## src/rtl/sprite_line_renderer.sv

```systemverilog
// sprite_line_renderer: overlays one 16x16 1bpp sprite on a 640x480 scan.
// During each line's horizontal blanking it fetches the sprite ROM row for
// the next line into a line buffer. During active video it compares pixel_x
// against the shadowed sprite column.
// Optional feature macro: SPRITE_MIRROR_EN adds the sprite_flip input,
// which mirrors the sprite horizontally.
module sprite_line_renderer (
  input  logic        pixel_clk,
  input  logic        reset,
  input  logic [9:0]  pixel_x,
  input  logic [9:0]  pixel_y,
  input  logic        video_enable,
  input  logic [9:0]  sprite_x,
  input  logic [9:0]  sprite_y,
`ifdef SPRITE_MIRROR_EN
  input  logic        sprite_flip,
`endif
  output logic [3:0]  rom_addr,
  input  logic [15:0] rom_data,
  output logic [11:0] color_data
);

  typedef enum logic [1:0] {
    IDLE    = 2'd0,
    ADDR    = 2'd1,
    CAPTURE = 2'd2,
    READY   = 2'd3
  } state_t;

  state_t      state_q, state_d;
  logic [9:0]  shadow_x_q, shadow_x_d;
  logic [9:0]  shadow_y_q, shadow_y_d;
  logic        line_valid_q, line_valid_d;
  logic [15:0] line_buf_q, line_buf_d;
  logic [3:0]  rom_addr_q, rom_addr_d;
  logic [11:0] color_q, color_d;

  logic        latch_en;
  logic [9:0]  next_y;
  logic [10:0] row;
  logic        sprite_line;
  logic [10:0] col_full;
  logic        in_span;
  logic [3:0]  col;
  logic [3:0]  bit_idx;

  // The position is latched only at the start of vertical blanking so a frame never tears
  assign latch_en = (pixel_y == 10'd480) && (pixel_x == 10'd0);

  // The line being prepared is the one after the current line, wrapping from 524 to 0
  assign next_y      = (pixel_y == 10'd524) ? 10'd0 : pixel_y + 10'd1;
  assign row         = {1'b0, next_y} - {1'b0, shadow_y_q};
  assign sprite_line = (row[10:4] == 7'd0);

  // A negative difference lands in the upper half of the 11-bit range, so it never matches
  assign col_full = {1'b0, pixel_x} - {1'b0, shadow_x_q};
  assign in_span  = (col_full[10:4] == 7'd0);
  assign col      = col_full[3:0];

`ifdef SPRITE_MIRROR_EN
  logic flip_q, flip_d;

  // The mirror flag is shadowed together with the position
  always_comb begin
    flip_d = flip_q;
    if (latch_en) flip_d = sprite_flip;
  end

  // Mirror flag register
  always_ff @(posedge pixel_clk) begin
    if (reset) flip_q <= 1'b0;
    else       flip_q <= flip_d;
  end

  assign bit_idx = flip_q ? col : (4'd15 - col);
`else
  assign bit_idx = 4'd15 - col;
`endif

  // Shadow position update, captured once per frame
  always_comb begin
    shadow_x_d = shadow_x_q;
    shadow_y_d = shadow_y_q;
    if (latch_en) begin
      shadow_x_d = sprite_x;
      shadow_y_d = sprite_y;
    end
  end

  // Fetch sequencer: the address goes out in ADDR and the ROM answers in CAPTURE.
  // The buffer then stays stable until the next blanking interval.
  always_comb begin
    state_d      = state_q;
    line_valid_d = line_valid_q;
    line_buf_d   = line_buf_q;
    rom_addr_d   = rom_addr_q;
    unique case (state_q)
      IDLE: begin
        if (pixel_x == 10'd640) state_d = ADDR;
      end
      ADDR: begin
        rom_addr_d = row[3:0];
        if (sprite_line) begin
          state_d = CAPTURE;
        end else begin
          line_valid_d = 1'b0;
          state_d      = READY;
        end
      end
      CAPTURE: begin
        line_buf_d   = rom_data;
        line_valid_d = 1'b1;
        state_d      = READY;
      end
      READY: begin
        if (pixel_x == 10'd799) state_d = IDLE;
      end
      default: state_d = IDLE;
    endcase
  end

  // The address is combinational in ADDR so the ROM data arrives in CAPTURE
  assign rom_addr = rom_addr_d;

  // Pixel decision, registered to give one cycle of latency to the VGA stage
  always_comb begin
    color_d = 12'd0;
    if (video_enable && line_valid_q && in_span && line_buf_q[bit_idx]) color_d = 12'd1;
  end

  assign color_data = color_q;

  // State and datapath registers with synchronous reset
  always_ff @(posedge pixel_clk) begin
    if (reset) begin
      state_q      <= IDLE;
      shadow_x_q   <= 10'd0;
      shadow_y_q   <= 10'd0;
      line_valid_q <= 1'b0;
      line_buf_q   <= 16'd0;
      rom_addr_q   <= 4'd0;
      color_q      <= 12'd0;
    end else begin
      state_q      <= state_d;
      shadow_x_q   <= shadow_x_d;
      shadow_y_q   <= shadow_y_d;
      line_valid_q <= line_valid_d;
      line_buf_q   <= line_buf_d;
      rom_addr_q   <= rom_addr_d;
      color_q      <= color_d;
    end
  end

endmodule

```

## config.mk

```make
export PLATFORM = sky130hd
export DESIGN_NAME = sprite_line_renderer
export DESIGN_NICKNAME = d
export VERILOG_FILES = /design/src/rtl/sprite_line_renderer.sv
export SDC_FILE = /design/constraint.sdc
export NUM_CORES = 1
export LEC_CHECK = 0
export CORE_ASPECT_RATIO = 1.1
export CORE_MARGIN = 2
export CORE_UTILIZATION = 54
export CTS_CLUSTER_SIZE = 8
export DETAILED_ROUTE_END_ITERATION = 6
export MAX_ROUTING_LAYER = met4
export PLACE_DENSITY_LB_ADDON = 0.08
export REMOVE_ABC_BUFFERS = 1
export SLEW_MARGIN = 20
export SYNTH_ARGS = -nofsm -noshare
export SYNTH_HDL_FRONTEND = slang
export SYNTH_SLANG_ARGS = --single-unit
```

## constraint.sdc

```tcl
create_clock -name pixel_clk -period 6.77 [get_ports pixel_clk]
set_clock_uncertainty 0.2 [all_clocks]
set_input_delay 1.6925 -clock pixel_clk [delete_from_list [all_inputs] [get_ports pixel_clk]]
set_output_delay 1.6925 -clock pixel_clk [all_outputs]
set_load 0.005 [all_outputs]
```

==> flow_metrics.py <==
metrics = {
    "routing": {
        "drt_iter0_markers": 79,
        "vias_per_cell": 5.25,
        "dr.pass1.iters": 4,
        "vias": 2721,
        "routedWlPerCell_um": 12.9,
        "routed_wl_um": 6710,
        "final_antenna_net_count": 0,
        "drcViolationCount": 0,
    },
    "clock_network": {
        "clkTransAtPathRegs_ns": 0.09,
        "cts_root_buf": "clkbuf_8",
        "clock_path_buffers": 2,
        "ctsHtreeMaxLevel": 2,
        "cts_tree": "built",
        "clkSinkCount": 44,
        "cts_buffers": 5,
        "cts_resized": 0,
        "postCtsHoldBufs": 0,
        "insertion_delay_ns": 0.30,
        "post-cts-setup-buffers": 0,
    },
    "cells_and_area": {
        "drive_gt1_frac": 0.0451,
        "fin_cells": 518,
        "area_delta_synth_final_pct": 24.7,
        "post-route-util": 0.703,
        "final_area_um2": 3810,
        "finalNetCount": 530,
        "antenna_cells": 0,
    },
    "logic_synthesis": {
        "yosysMostFrequentCell": "nand2_1",
        "async_flop_share": 0,
        "synth_commonest_cells": "56 x nand2_1, 44 x dfxtp_1, 41 x nor2_1, 31 x inv_1, 30 x a21oi_1",
        "ys_warn_count": 0,
        "synth_area_leaders": "dfxtp_1 29%, ha_1 11%, mux2i_1 7.2%, nand2_1 6.9%, nor2_1 5.0%",
        "yosysTopAreaCell": "dfxtp_1",
        "avgSynthCellArea_um2": 7.99,
        "ys_seq_area_frac": 0.288,
        "synth-edff-count": 0,
        "syn_area_um2": 3060,
        "syn_inst": 383,
        "ys_types": 46,
        "synth_top_area_frac": 0.288,
        "ys_seq_elements": 44,
        "ys.flop_type": "dfxtp_1",
    },
    "worst_setup_path": {
        "worst_setup_path_start_kind": "primary input",
        "cp_slowest_cell": "clkdlybuf4s50_1",
        "critical_path.max_fanout": 6,
        "cp_common_cell": "nor2b_1",
        "crit_chain": "clkdlybuf4s50_1 -> inv_1 -> ha_1 -> nor2b_1 -> and4_1 -> nor2b_1 -> ha_1 -> nor2b_1 -> o31a_1 -> o31ai_1 -> clkdlybuf4s50_1",
        "cp_data_required_time_ns": 4.88,
        "critPathKind": "primary input to output port",
        "crit_family": "buffers and inverters",
        "slowest_delay_ns": 0.56,
        "worstPathArrival_ns": 4.58,
        "critPathCaptureType": "output port",
        "path_buf_inv": 3,
    },
    "power_and_ir_drop": {
        "pwr-share-comb": 0.213,
        "vdd_drop_max_uv": 127,
        "p_total_uw": 607,
        "clkPwrFrac": 0.355,
        "p_leak_uw": 0.00139,
        "p_sw_uw": 156,
        "switching_share": 0.257,
        "p_int_uw": 451,
        "pwr-share-seq": 0.431,
        "cellPowerDensity_nw_per_um2": 159,
    },
    "place": {
        "dpl.cell_count": 510,
        "gp_congestion": 0.957,
        "placed_area_um2": 3690,
        "hpwl_um": 5240,
        "io_buffers": 63,
    },
    "timing": {
        "max_freq_mhz": 154,
        "finalCritPeriodShare": 0.957,
        "setup_viol": 0,
        "rsz0062_at_grt": "false",
        "maxSlewHeadroom": 0.352,
        "final_hold_viol_count": 0,
        "worst_slew_pin_slew_ns": 0.972,
        "min_period_ns": 6.48,
        "slew_violations": 0,
        "final.setup.tns_ns": 0,
    },
    "floorplanning": {
        "io_pins": 75,
        "row_count": 28,
        "dieArea_um2": 6290,
        "die_w_um": 75.8,
        "core_um2": 5430,
        "fp.dieH_um": 83.0,
        "start_util": 0.564,
    },
    "global_route": {
        "antenna_found_initial": 0,
        "grt_pass1_wl_um": 11600,
        "grt_pass1_vias": 2626,
        "grt_max_degree": 45,
        "overflow": 0,
        "grt_usage": 0.236,
    },
    "outcome": {
        "outcome": "finished, final reports clean",
    },
    "hold_path": {
        "min_path_type": "flop to flop",
    },
    "job": {
        "cap_viol_max_count": 0,
    },
}
[cells by family after synthesis]
| group | share of synthesized area |
|---|---|
| xor+xnor | 0.0486 |
| fa+ha+maj | 0.123 |
| flops | 0.288 |
| other cells | 0.00123 |
| buf+inv | 0.0867 |
| mux | 0.105 |
| compound gates | 0.135 |
| simple gates | 0.212 |
[per-stage QoR]
| step | hold WS [ns] | worst slack (ns) |
|---|---|---|
| final | 0.255 | 0.293 |
| after global routing | 0.275 | 0.0865 |
| after CTS | 0.255 | 0.285 |
| after detailed placement | 0.245 | 0.300 |
| after global placement | 0.238 | 0.342 |
| after floorplan | 0.226 | 1.47 |
[placed cells by master (no fill, tap or decap), drive strengths merged, types with 4 or more instances in the layout]
master	synthesis	routed
a211oi	4	4
a21oi	30	30
clkbuf	9	6
clkdlybuf4s50	0	63
conb	1	11
dfxtp	44	44
ha	27	27
inv	31	31
mux2i	22	22
mux4	4	4
nand2	56	56
nand3	6	6
nor2	41	41
nor2b	8	8
nor3	15	15
nor4	5	5
o21ai	13	13
xnor2	7	7
xor2	10	10
[sequential cells by signal, summed over array words and instances, names as in the netlist]
name and cells:
shadow_x_q 10, shadow_y_q 10, color_data 1, line_buf_q 16, state_q 2, rom_addr_q 4, line_valid_q 1
[path summary, 6_finish.rpt]
path | startpoint | endpoint | slack (ns) | cells past startpoint
worst min register to register | shadow_y_q[9] | shadow_y_q[9] | 0.25 | 2
worst max register to register | shadow_y_q[0] | line_valid_q | 4.06 | 10
worst min-delay path | shadow_y_q[9] | shadow_y_q[9] | 0.25 | 2
worst max-delay path | pixel_y[0] | rom_addr[3] | 0.29 | 11
[power groups by stage]
stage / Combinational (uW) / Sequential (uW) / Clock, uW
after floorplan: 66.6 / 267 / 0
after global placement: 126 / 268 / 0
after detailed placement: 129 / 268 / 0
after CTS: 130 / 262 / 221
after global routing: 144 / 262 / 230
final: 130 / 262 / 216
[layer usage]
layer,part of all wire,GRT usage,wire length (um)
met5,0,-,0
met4,0.018,0.0542,119
met3,0.028,0.0376,189
met2,0.53,0.402,3530
met1,0.43,0.285,2870
[cell type report]
type | count | area [um^2]
Fill cell | 475 | 1620
Clock buffer | 6 | 82.6
Sequential cell | 44 | 881
Multi-Input combinational cell | 295 | 1960
Inverter | 31 | 116
Tap cell | 75 | 93.8
Timing Repair Buffer | 65 | 646
Clock inverter | 2 | 38.8
[tightest hold or removal path, delay by kind of cell, from the launching register on]
kind               cells  cell delay [ns]
DFF                    1             0.32
AOI/OAI and AO/OA      1             0.05
and+or+nand+nor        1             0.05
No activity file was read; power rests on OpenSTA's default activity.
==> patch, RTL diff (same settings) <==
Register the inputs `pixel_x`, `pixel_y`, `video_enable`, `sprite_x`, `sprite_y` and `rom_data` before use. The logic sees them one clock later.
--- a/src/rtl/sprite_line_renderer.sv
+++ b/src/rtl/sprite_line_renderer.sv
@@ -28,4 +28,20 @@
   } state_t;
 
+  logic [9:0] pixel_x_q;
+  logic [9:0] pixel_y_q;
+  logic video_enable_q;
+  logic [9:0] sprite_x_q;
+  logic [9:0] sprite_y_q;
+  logic [15:0] rom_data_q;
+
+  always_ff @(posedge pixel_clk) begin
+    pixel_x_q      <= pixel_x;
+    pixel_y_q      <= pixel_y;
+    video_enable_q <= video_enable;
+    sprite_x_q     <= sprite_x;
+    sprite_y_q     <= sprite_y;
+    rom_data_q     <= rom_data;
+  end
+
   state_t      state_q, state_d;
   logic [9:0]  shadow_x_q, shadow_x_d;
@@ -46,13 +62,13 @@
 
   // The position is latched only at the start of vertical blanking so a frame never tears
-  assign latch_en = (pixel_y == 10'd480) && (pixel_x == 10'd0);
+  assign latch_en = (pixel_y_q == 10'd480) && (pixel_x_q == 10'd0);
 
   // The line being prepared is the one after the current line, wrapping from 524 to 0
-  assign next_y      = (pixel_y == 10'd524) ? 10'd0 : pixel_y + 10'd1;
+  assign next_y      = (pixel_y_q == 10'd524) ? 10'd0 : pixel_y_q + 10'd1;
   assign row         = {1'b0, next_y} - {1'b0, shadow_y_q};
   assign sprite_line = (row[10:4] == 7'd0);
 
   // A negative difference lands in the upper half of the 11-bit range, so it never matches
-  assign col_full = {1'b0, pixel_x} - {1'b0, shadow_x_q};
+  assign col_full = {1'b0, pixel_x_q} - {1'b0, shadow_x_q};
   assign in_span  = (col_full[10:4] == 7'd0);
   assign col      = col_full[3:0];
@@ -83,6 +99,6 @@
     shadow_y_d = shadow_y_q;
     if (latch_en) begin
-      shadow_x_d = sprite_x;
-      shadow_y_d = sprite_y;
+      shadow_x_d = sprite_x_q;
+      shadow_y_d = sprite_y_q;
     end
   end
@@ -97,5 +113,5 @@
     unique case (state_q)
       IDLE: begin
-        if (pixel_x == 10'd640) state_d = ADDR;
+        if (pixel_x_q == 10'd640) state_d = ADDR;
       end
       ADDR: begin
@@ -109,10 +125,10 @@
       end
       CAPTURE: begin
-        line_buf_d   = rom_data;
+        line_buf_d   = rom_data_q;
         line_valid_d = 1'b1;
         state_d      = READY;
       end
       READY: begin
-        if (pixel_x == 10'd799) state_d = IDLE;
+        if (pixel_x_q == 10'd799) state_d = IDLE;
       end
       default: state_d = IDLE;
@@ -126,5 +142,5 @@
   always_comb begin
     color_d = 12'd0;
-    if (video_enable && line_valid_q && in_span && line_buf_q[bit_idx]) color_d = 12'd1;
+    if (video_enable_q && line_valid_q && in_span && line_buf_q[bit_idx]) color_d = 12'd1;
   end
 
Formal check against the unedited RTL: not equivalent (Yosys sat finds a counterexample within 4 cycles, from zero or initial values and one cycle with reset high).
==> patch against the unedited design <==
Setup slack improved by 1.4 ns; total power increased by 94%; wire length increased by 20%; design area increased by 32%; sequential cell count increased by 57; synthesized cell count increased by 13%; sequential share of layout area increased by 17 points; synthesized area increased by 37%; register-to-register slack got worse by 1.0 ns; largest power group unchanged.
==> patch: results (changes against the unedited design) <==
nFillCells: 633  # +33%
drtIter0Drc: 104  # +32%
hpwl_um: 6060  # +16%
place.gp.congestion: 0.916  # -4.3%
nNetsFinal: 585  # +10%
first_global_vias: 2914  # +11%
grt_pass1_wl_um: 13400  # +15%
crit_start: "pixel_y_q[0]$_DFF_P_"
netlist_top_cells_count: "dfxtp_1, nand2_1, nor2_1"
routed-via-count: 3063  # +13%
leakagePower_nw: 1.87  # +35%
status: "finished clean"
slew_headroom: 0.320  # -0.0319
yosys-top-cells-area: "dfxtp_1, ha_1, mux2i_1, nand2_1, nor2_1"
synth-seq-area-share: 0.484  # +0.196
top_regs: "line_buf_q: 16 flops, rom_data_q: 16 flops"
r2r_slack_ns: 3.05  # -1.01 ns
dp_slack_ns: 2.10  # +1.80 ns
r2r_cells: 16  # +6
placed_cell_area_um2: 4850  # +31%
firstDrtPassIters: 4  # unchanged
clk-insertion-delay-late_ns: 0.37  # +0.07 ns
max_stage_delay_ns: 0.44  # -0.12 ns
worst_slack_ns: 1.69  # +1.40 ns
track_usage: 0.214  # -0.0217
yosys_warnings: 0  # unchanged
ir_worst_vdd_uv: 140  # +10%
clock-root-buffer: "clkbuf_8"
crit_arrival_ns: 3.19  # -1.39 ns
max-clock-path-buffers: 2  # unchanged
synth_top_flop_cell: "dfxtp_1"
htreeDepth: 3  # +1
p_switching_uw: 313  # +100%
cts_buffers: 9  # +4
drive_above_1_share: 0.0558  # +0.0106
drt-total-wl_um: 8040  # +20%
patch: layer usage:
metal	GRT usage	up-vias	wire [um]	part of all wire
met4	0.113	0	294	0.037
met3	0.0360	20	271	0.034
met2	0.351	64	4040	0.50
met5	-	-	0	0
li1	-	1574	-	-
met1	0.251	1405	3440	0.43
patch: how the worst min path moves through the flow:
stage          depth (start not counted)                         end                  start
5_1_grt                                2  shadow_y_q[0]$_SDFFE_PP0P_  sprite_y_q[0]$_DFF_P_
6_report                               2  shadow_y_q[2]$_SDFFE_PP0P_  sprite_y_q[2]$_DFF_P_
2_1_floorplan                          2  shadow_x_q[0]$_SDFFE_PP0P_  sprite_x_q[0]$_DFF_P_
3_3_place_gp                           2  shadow_x_q[8]$_SDFFE_PP0P_  sprite_x_q[8]$_DFF_P_
4_1_cts                                2  shadow_x_q[3]$_SDFFE_PP0P_  sprite_x_q[3]$_DFF_P_
3_5_place_dp                           2  shadow_x_q[3]$_SDFFE_PP0P_  sprite_x_q[3]$_DFF_P_
patch: cell type report:
| class | instances | area share |
|---|---|---|
| Inverter | 30 | 0.0223 |
| Multi-Input combinational cell | 290 | 0.385 |
| Sequential cell | 101 | 0.401 |
| Timing Repair Buffer | 65 | 0.128 |
| Tap cell | 105 | 0.0260 |
| Clock buffer | 9 | 0.0246 |
| Clock inverter | 7 | 0.0131 |
patch: worst max-delay path: cells and delay by family, from the launching register on:
kind	cells	cell delay (ns)
AND/OR/NAND/NOR	6	1.02
buffers and inverters	2	0.51
adder cells (fa/ha/maj)	2	0.42
flip-flops	1	0.36
multiplexers	1	0.27
AO/OA/AOI/OAI	1	0.16
XOR/XNOR	1	0.07
patch: power groups by stage:
stage | clock, mW | sequential [mW] | combinational [mW]
floorplan | 0 | 0.645 | 0.0990
global placement | 0 | 0.649 | 0.172
detailed placement | 0 | 0.650 | 0.176
CTS | 0.375 | 0.636 | 0.177
global route | 0.403 | 0.639 | 0.197
finish | 0.366 | 0.635 | 0.176
patch: metrics by stage:
step / instances / hold slack [ns] / utilization
2_1_floorplan: 421 / 0.216 / -
3_3_place_gp: 591 / 0.228 / 0.650
3_5_place_dp: 591 / 0.229 / 0.650
4_1_cts: 607 / 0.246 / 0.675
5_1_grt: 607 / 0.265 / 0.675
6_report: 607 / 0.243 / 0.675
patch: cells by family after synthesis:
family          after synthesis  synth area share
simple gates                142             0.160
flops                       101             0.484
compound gates               66            0.0943
buf+inv                      53            0.0617
fa+ha+maj                    29            0.0904
mux                          26            0.0749
xor+xnor                     16            0.0335
other cells                   1          0.000897
